File: src/rtl/serial_add_n_if.sv
// serial_add_n_if: handshake bundle for the serial_add_n multi-cycle adder.
//   in_valid / in_ready   : operand handshake (requester -> adder)
//   A, B, C0, Sub         : operands, carry/borrow-in, subtract select
//   out_valid / out_ready : result handshake (adder -> consumer)
//   SUM, Carry, Overflow  : result, carry out of MSB, signed overflow
// Modports: master = requester/consumer side, slave = adder side.
interface serial_add_n_if #(
  parameter int WIDTH = 32
);
  logic             in_valid;
  logic             in_ready;
  logic [WIDTH-1:0] A;
  logic [WIDTH-1:0] B;
  logic             C0;
  logic             Sub;
  logic             out_valid;
  logic             out_ready;
  logic [WIDTH-1:0] SUM;
  logic             Carry;
  logic             Overflow;

  modport master (
    output in_valid, A, B, C0, Sub, out_ready,
    input  in_ready, out_valid, SUM, Carry, Overflow
  );

  modport slave (
    input  in_valid, A, B, C0, Sub, out_ready,
    output in_ready, out_valid, SUM, Carry, Overflow
  );
endinterface

File: src/rtl/serial_add_n.sv
// serial_add_n: multi-cycle adder adding two WIDTH-bit operands DIGIT bits per
// clock through a single DIGIT-wide adder slice (WIDTH/DIGIT cycles per op).
// Ports:
//   clk   : rising-edge clock
//   rst_n : synchronous active-low reset
//   bus   : serial_add_n_if.slave (operand and result valid/ready handshakes,
//           A/B/C0/Sub in, SUM/Carry/Overflow out)
// Parameters: WIDTH (multiple of DIGIT), DIGIT.
// Optional feature macro: ADD_SUB_EN -- when defined, Sub=1 makes the block
// compute A - B - C0 (B and C0 inverted at capture). Undefined: add only.
module serial_add_n #(
  parameter int WIDTH = 32,
  parameter int DIGIT = 4
) (
  input logic           clk,
  input logic           rst_n,
  serial_add_n_if.slave bus
);
  localparam int STEPS = WIDTH / DIGIT;
  localparam int CNT_W = (STEPS > 1) ? $clog2(STEPS) : 1;
  localparam int SW    = DIGIT + 1;
  localparam logic [CNT_W-1:0] LAST = CNT_W'(STEPS - 1);

  typedef enum logic [1:0] {IDLE, RUN, DONE} state_t;

  state_t           state_q;
  logic [WIDTH-1:0] opa_q;
  logic [WIDTH-1:0] opb_q;
  logic [WIDTH-1:0] acc_q;
  logic [WIDTH-1:0] sum_q;
  logic [CNT_W-1:0] cnt_q;
  logic             carry_q;
  logic             carry_o_q;
  logic             ovf_q;
  logic             in_ready_q;
  logic             out_valid_q;

  logic [WIDTH-1:0] b_in_d;
  logic             c_in_d;

`ifdef ADD_SUB_EN
  // Subtraction as A + ~B + ~C0: a borrow-in of 1 becomes a carry-in of 0.
  assign b_in_d = bus.Sub ? ~bus.B  : bus.B;
  assign c_in_d = bus.Sub ? ~bus.C0 : bus.C0;
`else
  logic unused_sub;
  assign b_in_d     = bus.B;
  assign c_in_d     = bus.C0;
  assign unused_sub = bus.Sub;
`endif

  // The one shared adder slice, working on the low digit of the shifting operands.
  logic [DIGIT:0]         slice_d;
  logic                   msb_cin_d;
  logic [WIDTH+DIGIT-1:0] acc_cat_d;
  logic [WIDTH-1:0]       acc_d;

  assign slice_d   = {1'b0, opa_q[DIGIT-1:0]} + {1'b0, opb_q[DIGIT-1:0]} + SW'(carry_q);
  // Carry into the slice's top bit recovered from sum ^ a ^ b at that bit;
  // on the last step this is the carry into bit WIDTH-1.
  assign msb_cin_d = slice_d[DIGIT-1] ^ opa_q[DIGIT-1] ^ opb_q[DIGIT-1];
  // New digit enters from the MSB side; after STEPS shifts the result is aligned.
  assign acc_cat_d = {slice_d[DIGIT-1:0], acc_q};
  assign acc_d     = acc_cat_d[WIDTH+DIGIT-1:DIGIT];

  always_ff @(posedge clk) begin
    if (!rst_n) begin
      state_q     <= IDLE;
      cnt_q       <= '0;
      carry_q     <= 1'b0;
      in_ready_q  <= 1'b1;
      out_valid_q <= 1'b0;
      sum_q       <= '0;
      carry_o_q   <= 1'b0;
      ovf_q       <= 1'b0;
    end else begin
      case (state_q)
        IDLE: begin
          if (bus.in_valid) begin
            opa_q      <= bus.A;
            opb_q      <= b_in_d;
            carry_q    <= c_in_d;
            cnt_q      <= '0;
            in_ready_q <= 1'b0;
            state_q    <= RUN;
          end
        end
        RUN: begin
          opa_q   <= opa_q >> DIGIT;
          opb_q   <= opb_q >> DIGIT;
          carry_q <= slice_d[DIGIT];
          acc_q   <= acc_d;
          cnt_q   <= cnt_q + 1'b1;
          // Results are published only at the end so SUM stays put during RUN.
          if (cnt_q == LAST) begin
            sum_q       <= acc_d;
            carry_o_q   <= slice_d[DIGIT];
            ovf_q       <= msb_cin_d ^ slice_d[DIGIT];
            out_valid_q <= 1'b1;
            state_q     <= DONE;
          end
        end
        DONE: begin
          if (bus.out_ready) begin
            out_valid_q <= 1'b0;
            in_ready_q  <= 1'b1;
            state_q     <= IDLE;
          end
        end
        default: state_q <= IDLE;
      endcase
    end
  end

  assign bus.in_ready  = in_ready_q;
  assign bus.out_valid = out_valid_q;
  assign bus.SUM       = sum_q;
  assign bus.Carry     = carry_o_q;
  assign bus.Overflow  = ovf_q;
endmodule

File: src/flat_wrapper.sv
// flat-port wrapper written by rule: the top's interface ports become plain ports
module serial_add_n_flat 
#(
  parameter int WIDTH = 32,
  parameter int DIGIT = 4
)
  (clk, rst_n, bus_in_valid, bus_A, bus_B, bus_C0, bus_Sub, bus_out_ready, bus_in_ready, bus_out_valid, bus_SUM, bus_Carry, bus_Overflow);
  serial_add_n_if #(.WIDTH(WIDTH)) bus_i ();
  input logic clk;
  input logic rst_n;
  input wire logic [$bits(bus_i.in_valid)-1:0] bus_in_valid;
  input wire logic [$bits(bus_i.A)-1:0] bus_A;
  input wire logic [$bits(bus_i.B)-1:0] bus_B;
  input wire logic [$bits(bus_i.C0)-1:0] bus_C0;
  input wire logic [$bits(bus_i.Sub)-1:0] bus_Sub;
  input wire logic [$bits(bus_i.out_ready)-1:0] bus_out_ready;
  output wire logic [$bits(bus_i.in_ready)-1:0] bus_in_ready;
  output wire logic [$bits(bus_i.out_valid)-1:0] bus_out_valid;
  output wire logic [$bits(bus_i.SUM)-1:0] bus_SUM;
  output wire logic [$bits(bus_i.Carry)-1:0] bus_Carry;
  output wire logic [$bits(bus_i.Overflow)-1:0] bus_Overflow;
  assign bus_i.in_valid = bus_in_valid;
  assign bus_i.A = bus_A;
  assign bus_i.B = bus_B;
  assign bus_i.C0 = bus_C0;
  assign bus_i.Sub = bus_Sub;
  assign bus_i.out_ready = bus_out_ready;
  assign bus_in_ready = bus_i.in_ready;
  assign bus_out_valid = bus_i.out_valid;
  assign bus_SUM = bus_i.SUM;
  assign bus_Carry = bus_i.Carry;
  assign bus_Overflow = bus_i.Overflow;
  serial_add_n #(.WIDTH(WIDTH), .DIGIT(DIGIT)) u_core (.clk(clk), .rst_n(rst_n), .bus(bus_i));
endmodule
File: config.mk
export PLATFORM = sky130hd
export DESIGN_NAME = serial_add_n_flat
export DESIGN_NICKNAME = d
export VERILOG_FILES = /design/src/rtl/serial_add_n_if.sv /design/src/rtl/serial_add_n.sv /design/src/flat_wrapper.sv
export SDC_FILE = /design/constraint.sdc
export NUM_CORES = 1
export LEC_CHECK = 0
export CORE_ASPECT_RATIO = 1.5
export CORE_MARGIN = 1
export CORE_UTILIZATION = 51
export DETAILED_ROUTE_END_ITERATION = 16
export GPL_TIMING_DRIVEN = 0
export PLACE_DENSITY = 0.83
export SLEW_MARGIN = 10
export SYNTH_ARGS = -nofsm -noshare
export SYNTH_HDL_FRONTEND = slang
export SYNTH_SLANG_ARGS = --single-unit
File: constraint.sdc
create_clock -name clk -period 6.67 [get_ports clk]
set_clock_uncertainty 0.15 [all_clocks]
set_input_delay 1.6675 -clock clk [delete_from_list [all_inputs] [get_ports clk]]
set_output_delay 1.6675 -clock clk [all_outputs]
set_load 0.005 [all_outputs]
Word-level counts from Yosys, hierarchy flattened
Cells that the tools add are included.
{"block": "op_classes", "add_sub_neg": 3, "reduce_logical": 11, "eq_ne": 6, "n_mux": 18, "bitwise": 3}
{"cell": "one-hot mux 32 bit (2 select lines)", "n": 2}
{"cell": "two-way mux 32 bit", "n": 2}
{"cell": "AND reduction 3 bit", "n": 4}
{"cell": "two-way mux 2 bit", "n": 3}
{"cell": "one-hot mux 1 bit (2 select lines)", "n": 3}
{"cell": "one-hot mux 2 bit (3 select lines)", "n": 1}
{"cell": "one-hot mux 3 bit (2 select lines)", "n": 1}
{"cell": "AND reduction 2 bit", "n": 3}
{"cell": "nonzero test 2 bit", "n": 3}
{"cell": "adder 4 x 4 -> 5 bit", "n": 1}
{"cell": "adder 5 x 1 -> 5 bit", "n": 1}
{"cell": "two-way mux 1 bit", "n": 5}
{"cell": "!= test 2 bit (second input constant)", "n": 2}
{"cell": "adder 3 x 1 -> 3 bit (second input constant)", "n": 1}
{"cell": "== test 3 bit (second input constant)", "n": 1}
{"cell": "two-way mux 3 bit", "n": 1}
{"cell": "bitwise XOR 1 bit", "n": 3}
{"cell": "== test 2 x 1 -> 1 bit (second input constant)", "n": 1}
{"cell": "== test 2 bit (second input constant)", "n": 1}
{"cell": "zero test 2 bit", "n": 1}
{"cell": "!= test 2 x 1 -> 1 bit (second input constant)", "n": 1}
{"block": "totals", "input_bits": 70, "regBits": 138, "elab_cells": 52}

Longest topological paths before layout
Gate-level depths: netlist of run 1.
{"block": "depth", "depth_word": 5, "ltp_mapped": 7, "ltp_nobuf": 6}

Least setup slack after synthesis of run 1
OpenSTA, ideal clock, no wires.
{"block": "synth_path", "kind": "input -> register", "from": "in bus_in_valid", "to": "reg u_core.opa_q[0] (enable)", "path_buffers": 0, "path_stages": 3, "path_slack_ns": 1.186, "arrival_time_ns": 4.840, "setup_ns": 0.494, "required_time_ns": 6.026, "path_cell_list": "nor3b_1 -> nor2_1 -> nor2b_1"}
{"block": "synth_via", "elab_chain_cells": 2}
{"item": "from (decl)", "line_no": "flat_wrapper.sv:11", "text": "input wire logic [$bits(bus_i.in_valid)-1:0] bus_in_valid;"}
{"item": "!= test 2 bit (no source line)"}
{"item": "AND reduction 3 bit (no source line)"}
{"item": "to (signal assigned)", "line_no": "serial_add_n.sv:80", "text": "opa_q <= bus.A;"}
{"item": "to (signal assigned)", "line_no": "serial_add_n.sv:89", "text": "opa_q <= opa_q >> DIGIT;"}
{"item": "to (decl)", "line_no": "serial_add_n.sv:27", "text": "logic [WIDTH-1:0] opa_q;"}
No other way between the ends.
A chain may end at the register's enable or synchronous reset.

Final worst setup path of run 1
{"block": "layout_path", "from": "in rst_n", "to": "reg u_core.opa_q[11] (enable)"}
{"block": "layout_via", "elab_chain_cells": 1}
{"item": "from (decl)", "line_no": "flat_wrapper.sv:10", "text": "input logic rst_n;"}
{"item": "AND reduction 3 bit (no source line)"}
No other way between the ends.

==> impl_metrics.tcl, run 1 <==
set metrics [dict create \
    path_clk_slew_ps 60 \
    ctsHoldBuffers 0 \
    routed_wl_mm 10.9 \
    min_path_type "register to register" \
    finalWorstSetupSlack_ps 3000 \
    antenna_cells 0 \
    min_period_ps 3670 \
    synth.distinct_cells 36 \
    htree_levels 4 \
    setup_violations 0 \
    grt_use_total_pct 21.3 \
    worstMarginPinSlew_ps 668 \
    end_kind "register" \
    relSlewSlack_pct 55.5 \
    first_global_vias 3906 \
    start_util_pct 52.8 \
    gr-total-overflow 0 \
    grt_pass1_wl_mm 17.5 \
    synthFlopType "edfxtp_1" \
    ys_seq_area_share_pct 67.4 \
    viasPerCell 5.13 \
    grt_max_degree 30 \
    cts_made_buffers 17 \
    status "finished, final reports clean" \
    area_delta_synth_final_pct 33.8 \
    die_area_um2 10900 \
    dpl.cell_count 716 \
    dr.pass1.iters 4 \
    ys_warn_count 0 \
    ant_nets 0 \
    syn_nets 570 \
    wl_per_cell_um 14.6 \
    cts_tree "done" \
    drive_gt1_share_pct 9.03 \
    avgSynthCellArea_um2 10.8 \
    synth_top_area_share_pct 51.7 \
    dr_total_vias 3837 \
    die_h_um 127 \
    place_hpwl_mm 8.14 \
    cts.sinks 134 \
    worstSetupPathType "input port to register" \
    fmax_ghz 0.273 \
    dpl-instance-area_um2 6590 \
    fp.dieW_um 85.6 \
    max-cap-violations 0 \
    synth_edf_count 92 \
    crit_fanout 29 \
    powerDensity_nw_per_um2 277 \
    fill_cells 734 \
    dp_worst_setup_slack_ps 2420 \
    synth_area_um2 5350 \
    start_kind "input port" \
    cts-root-buf "clkbuf_16" \
    rows 45 \
    drt_iter0_drc 200 \
    numPortBuffers 104 \
    vdd_ir_drop_max_uv 204 \
    hold_viol 0 \
    p_leak_nw 2.81 \
    fin_cells 748 \
    cts-resized-gates 0 \
    nets 695 \
    clk_path_buf_depth 2 \
    ys_seq_elements 134 \
    required_ps 6630 \
    gp_congestion 0.751 \
    synth.most_common_cell "nand2_1" \
    async_reset_ff_share_pct 0 \
    arrival_ps 3620 \
    clock_latency_ps 410 \
    drc 0 \
    postCtsSetupRepairBufs 0 \
    yosys-top-cells-count "233 x nand2_1, 92 x edfxtp_1, 42 x dfxtp_1, 18 x a21boi_1, 15 x a21boi_0" \
    netlist_instances 493 \
    floorplan.core_area_um2 10100 \
    timing.hold.ws_ps 298 \
    ioPinCount 106 \
    finalMaxSlewViolations 0 \
    synth_area_leaders "edfxtp_1 52%, nand2_1 16%, dfxtp_1 16%, a21boi_1 2.5%, a21boi_0 2.1%" \
    rsz0062_at_grt "no" \
    yosysTopAreaCell "edfxtp_1" \
    antenna_found_initial 0 \
    fin_crit_sh_pct 55.0 \
    final_area_um2 7160 \
]
[sequential cells by signal (all words and copies together), names as in the netlist]
signal and cells:
u_core.bus.SUM 32, u_core.opb_q 32, u_core.bus.in_ready 1, u_core.bus.Carry 1
u_core.bus.Overflow 1, u_core.opa_q 32, u_core.state_q 2, u_core.carry_q 1
u_core.cnt_q 3, u_core.bus.out_valid 1, u_core.acc_q 28
[kinds of logic (layout without fill, tap and decap cells)]
family	after synthesis	in the layout	share of synthesized area, %
compound gates	51	51	6.74
buf+inv	28	166	2.67
fa+ha+maj	7	7	1.92
xor+xnor	2	2	0.328
simple gates	271	271	20.9
flops	134	134	67.4
[per-layer routing]
metal	vias to the layer above	routed length, um	GRT usage, %
li1	1893	-	-
met1	1791	4060	21.8
met2	131	5990	39.1
met3	22	556	6.46
met4	0	290	10.3
met5	-	0	0
[where the power goes]
group          internal, mW  switching [mW]  total (mW)
clock                 0.530           0.345       0.875
combinational        0.0771          0.0784       0.155
sequential            0.936          0.0141       0.950
total                  1.54           0.437        1.98
[worst max-delay path, stage by stage]
cell	delay, ps
clkdlybuf4s50_1	670
clkbuf_2	280
nor2b_4	550
buf_16	230
buf_12	200
[through the flow]
stage | utilization, % | power (mW) | setup TNS [ps]
2_1_floorplan | - | 1.05 | 0
4_1_cts | 70.6 | 1.99 | 0
5_1_grt | 70.6 | 2.04 | 0
3_5_place_dp | 65.0 | 1.12 | 0
3_3_place_gp | 64.5 | 1.11 | -25420
6_report | 70.6 | 1.98 | 0
[cells in the final DEF, fill, tap and decap left out, drive strengths merged, types with 2 or more instances in the layout]
cell type and instances:
nor2 6, buf 18, ha 5, dfxtp 42, o211a 2, nor3b 2
nand2b 2, and2 11, edfxtp 92, xor2 2, and3 2, clkbuf 32
nand3 6, fa 2, nor2b 5, a21boi 33, clkinv 6, a21oi 7
nand2 234, o21ai 4, inv 5, clkdlybuf4s50 104
[final timing paths]
| kind | slack [ps] | to | from | cells past startpoint |
|---|---|---|---|---|
| max | 3000 | u_core.opa_q[11] | rst_n | 5 |
| min | 300 | u_core.acc_q[22] | u_core.acc_q[26] | 0 |
| max reg2reg | 4380 | u_core.opa_q[11] | u_core.state_q[0] | 7 |
| min reg2reg | 300 | u_core.acc_q[22] | u_core.acc_q[26] | 0 |
[area by class of cell]
class / count / area [um2] / area share [%]
clock buffers: 22 / 497 / 6.94
multi-input cells: 331 / 1610 / 22.5
inverters: 2 / 7.51 / 0.105
well taps: 117 / 146 / 2.05
flip-flops and latches: 134 / 3600 / 50.4
plain buffers: 26 / 135 / 1.89
repair buffers: 106 / 1090 / 15.2
clock inverters: 10 / 68.8 / 0.962
Note: power is estimated with default switching activity, not from simulation.
==> run 2, diff against run 1 <==
clock period = 3.8 ns   (was 6.67 ns; I/O delays follow)
==> run 2 against run 1 <==
Net effect: non-clock buffer count fell by 1; largest cell class unchanged; clock-buffer cell count unchanged; clock power increased by 92%; register-to-register slack worse by 3000 ps; first-iteration DRC count fell by 15%; power is 83% higher; routed wire length is 4.3% higher; die area stayed put; sequential share of layout area down 0.22 points; flip-flop and latch count did not move.
==> impl_metrics.tcl, run 2 (synthesized netlist as in run 1, its figures left out) <==
set metrics [dict create \
    status "finished, final reports clean" \
    first_global_vias 4181 \
    antenna_found_initial 0 \
    wl_per_cell_um 15.2 \
    antenna_cells 0 \
    grt_max_degree 34 \
    regToRegSetupSlack_ps 1400 \
    gp_congestion 0.761 \
    relSlewSlack_pct 38.9 \
    htree_levels 4 \
    die_area_um2 10900 \
    crit_fanout 33 \
    crit_chain "clkdlybuf4s50_1 -> clkbuf_2 -> nor2b_4 -> buf_12" \
    clock_latency_ps 410 \
    path_clk_slew_ps 60 \
    die_h_um 127 \
    seqPwrFrac_pct 46.0 \
    hold_path.startpoint "u_core.acc_q[25]" \
    path_depth 4 \
    setup_violations 0 \
    ctsHoldBuffers 0 \
    start_util_pct 52.8 \
    min_path_type "register to register" \
    finalWorstSetupSlack_ps 751 \
    worstReg2RegStart "u_core.state_q[0]" \
    fin_cells 747 \
    p_sw_mw 0.770 \
    nets 694 \
    hold_viol 0 \
    p_leak_nw 2.82 \
    cts.sinks 134 \
    area_delta_synth_final_pct 34.4 \
    ant_nets 0 \
    rsz0062_at_grt "no" \
    cts-root-buf "clkbuf_16" \
    start_kind "input port" \
    fin_total_pwr_mw 3.62 \
    postCtsSetupRepairBufs 0 \
    floorplan.core_area_um2 10100 \
    worstHoldPathCells 0 \
    startpoint "rst_n" \
    combinationalPowerShare_pct 7.5 \
    post-route-util_pct 70.9 \
    powerDensity_nw_per_um2 504 \
    fp.dieW_um 85.6 \
    slowest_delay_ps 790 \
    vdd_ir_drop_max_uv 363 \
    drt_iter0_drc 170 \
    min_period_ps 3050 \
    end_kind "register" \
    timing.hold.ws_ps 291 \
    dr.pass1.iters 5 \
    crit_family "buffers and inverters" \
    max-cap-violations 0 \
    drive_gt1_share_pct 9.05 \
    clk_path_buf_depth 2 \
    final_area_um2 7190 \
    cts_made_buffers 17 \
    cp_num_buf_inv 3 \
    dpl.cell_count 715 \
    place_hpwl_mm 7.88 \
    numPortBuffers 104 \
    rows 45 \
    cts_tree "done" \
    finalMaxSlewViolations 0 \
    worstMarginPinSlew_ps 914 \
    arrival_ps 3000 \
    required_ps 3760 \
    rr_worst_depth 6 \
    cp_slowest_cell "nor2b_4" \
    grt_use_total_pct 22.9 \
    tns_ps 0 \
    internal_power_mw 2.86 \
    netSwitchingFraction_pct 21.2 \
    dpl-instance-area_um2 6560 \
    clock_power_share_pct 46.4 \
    cts-resized-gates 0 \
    viasPerCell 5.23 \
    final_common_cell "nand2_1" \
    drc 0 \
    grt_pass1_wl_mm 18.9 \
    ioPinCount 106 \
    fmax_ghz 0.328 \
    dp_worst_setup_slack_ps 282 \
    worstSetupPathType "input port to register" \
    routed_wl_mm 11.4 \
    gr-total-overflow 0 \
    final_cell_mix "233 x nand2_1, 104 x clkdlybuf4s50_1, 92 x edfxtp_1" \
    fin_crit_sh_pct 80.2 \
    dr_total_vias 3907 \
]
## run 2: layout make-up
class	count	area (um2)
clock inverters	10	118
well taps	117	146
flip-flops and latches	134	3600
fillers	694	2950
plain buffers	26	135
repair buffers	105	1060
multi-input cells	331	1610
clock buffers	22	507
inverters	2	7.51
## run 2: per-layer routing
| layer | wire length (um) | global-route usage, % | up-vias | part of all wire (%) |
|---|---|---|---|---|
| met1 | 4080 | 22.6 | 1854 | 36 |
| li1 | - | - | 1890 | - |
| met3 | 557 | 6.07 | 21 | 4.9 |
| met2 | 6440 | 43.4 | 142 | 57 |
| met4 | 287 | 11.1 | 0 | 2.5 |
| met5 | 0 | 0 | - | 0 |
## run 2: final timing paths
kind,to
worst min-delay path,u_core.acc_q[21]
worst max-delay path,u_core.opb_q[5]
worst min register to register,u_core.acc_q[21]
worst max register to register,u_core.opb_q[5]
## run 2: power by group through the flow
stage / combinational (mW) / clock [mW] / sequential, mW
finish: 0.273 / 1.68 / 1.67
global route: 0.303 / 1.76 / 1.67
CTS: 0.276 / 1.70 / 1.67
detailed placement: 0.269 / 0 / 1.70
global placement: 0.253 / 0 / 1.70
floorplan: 0.145 / 0 / 1.69
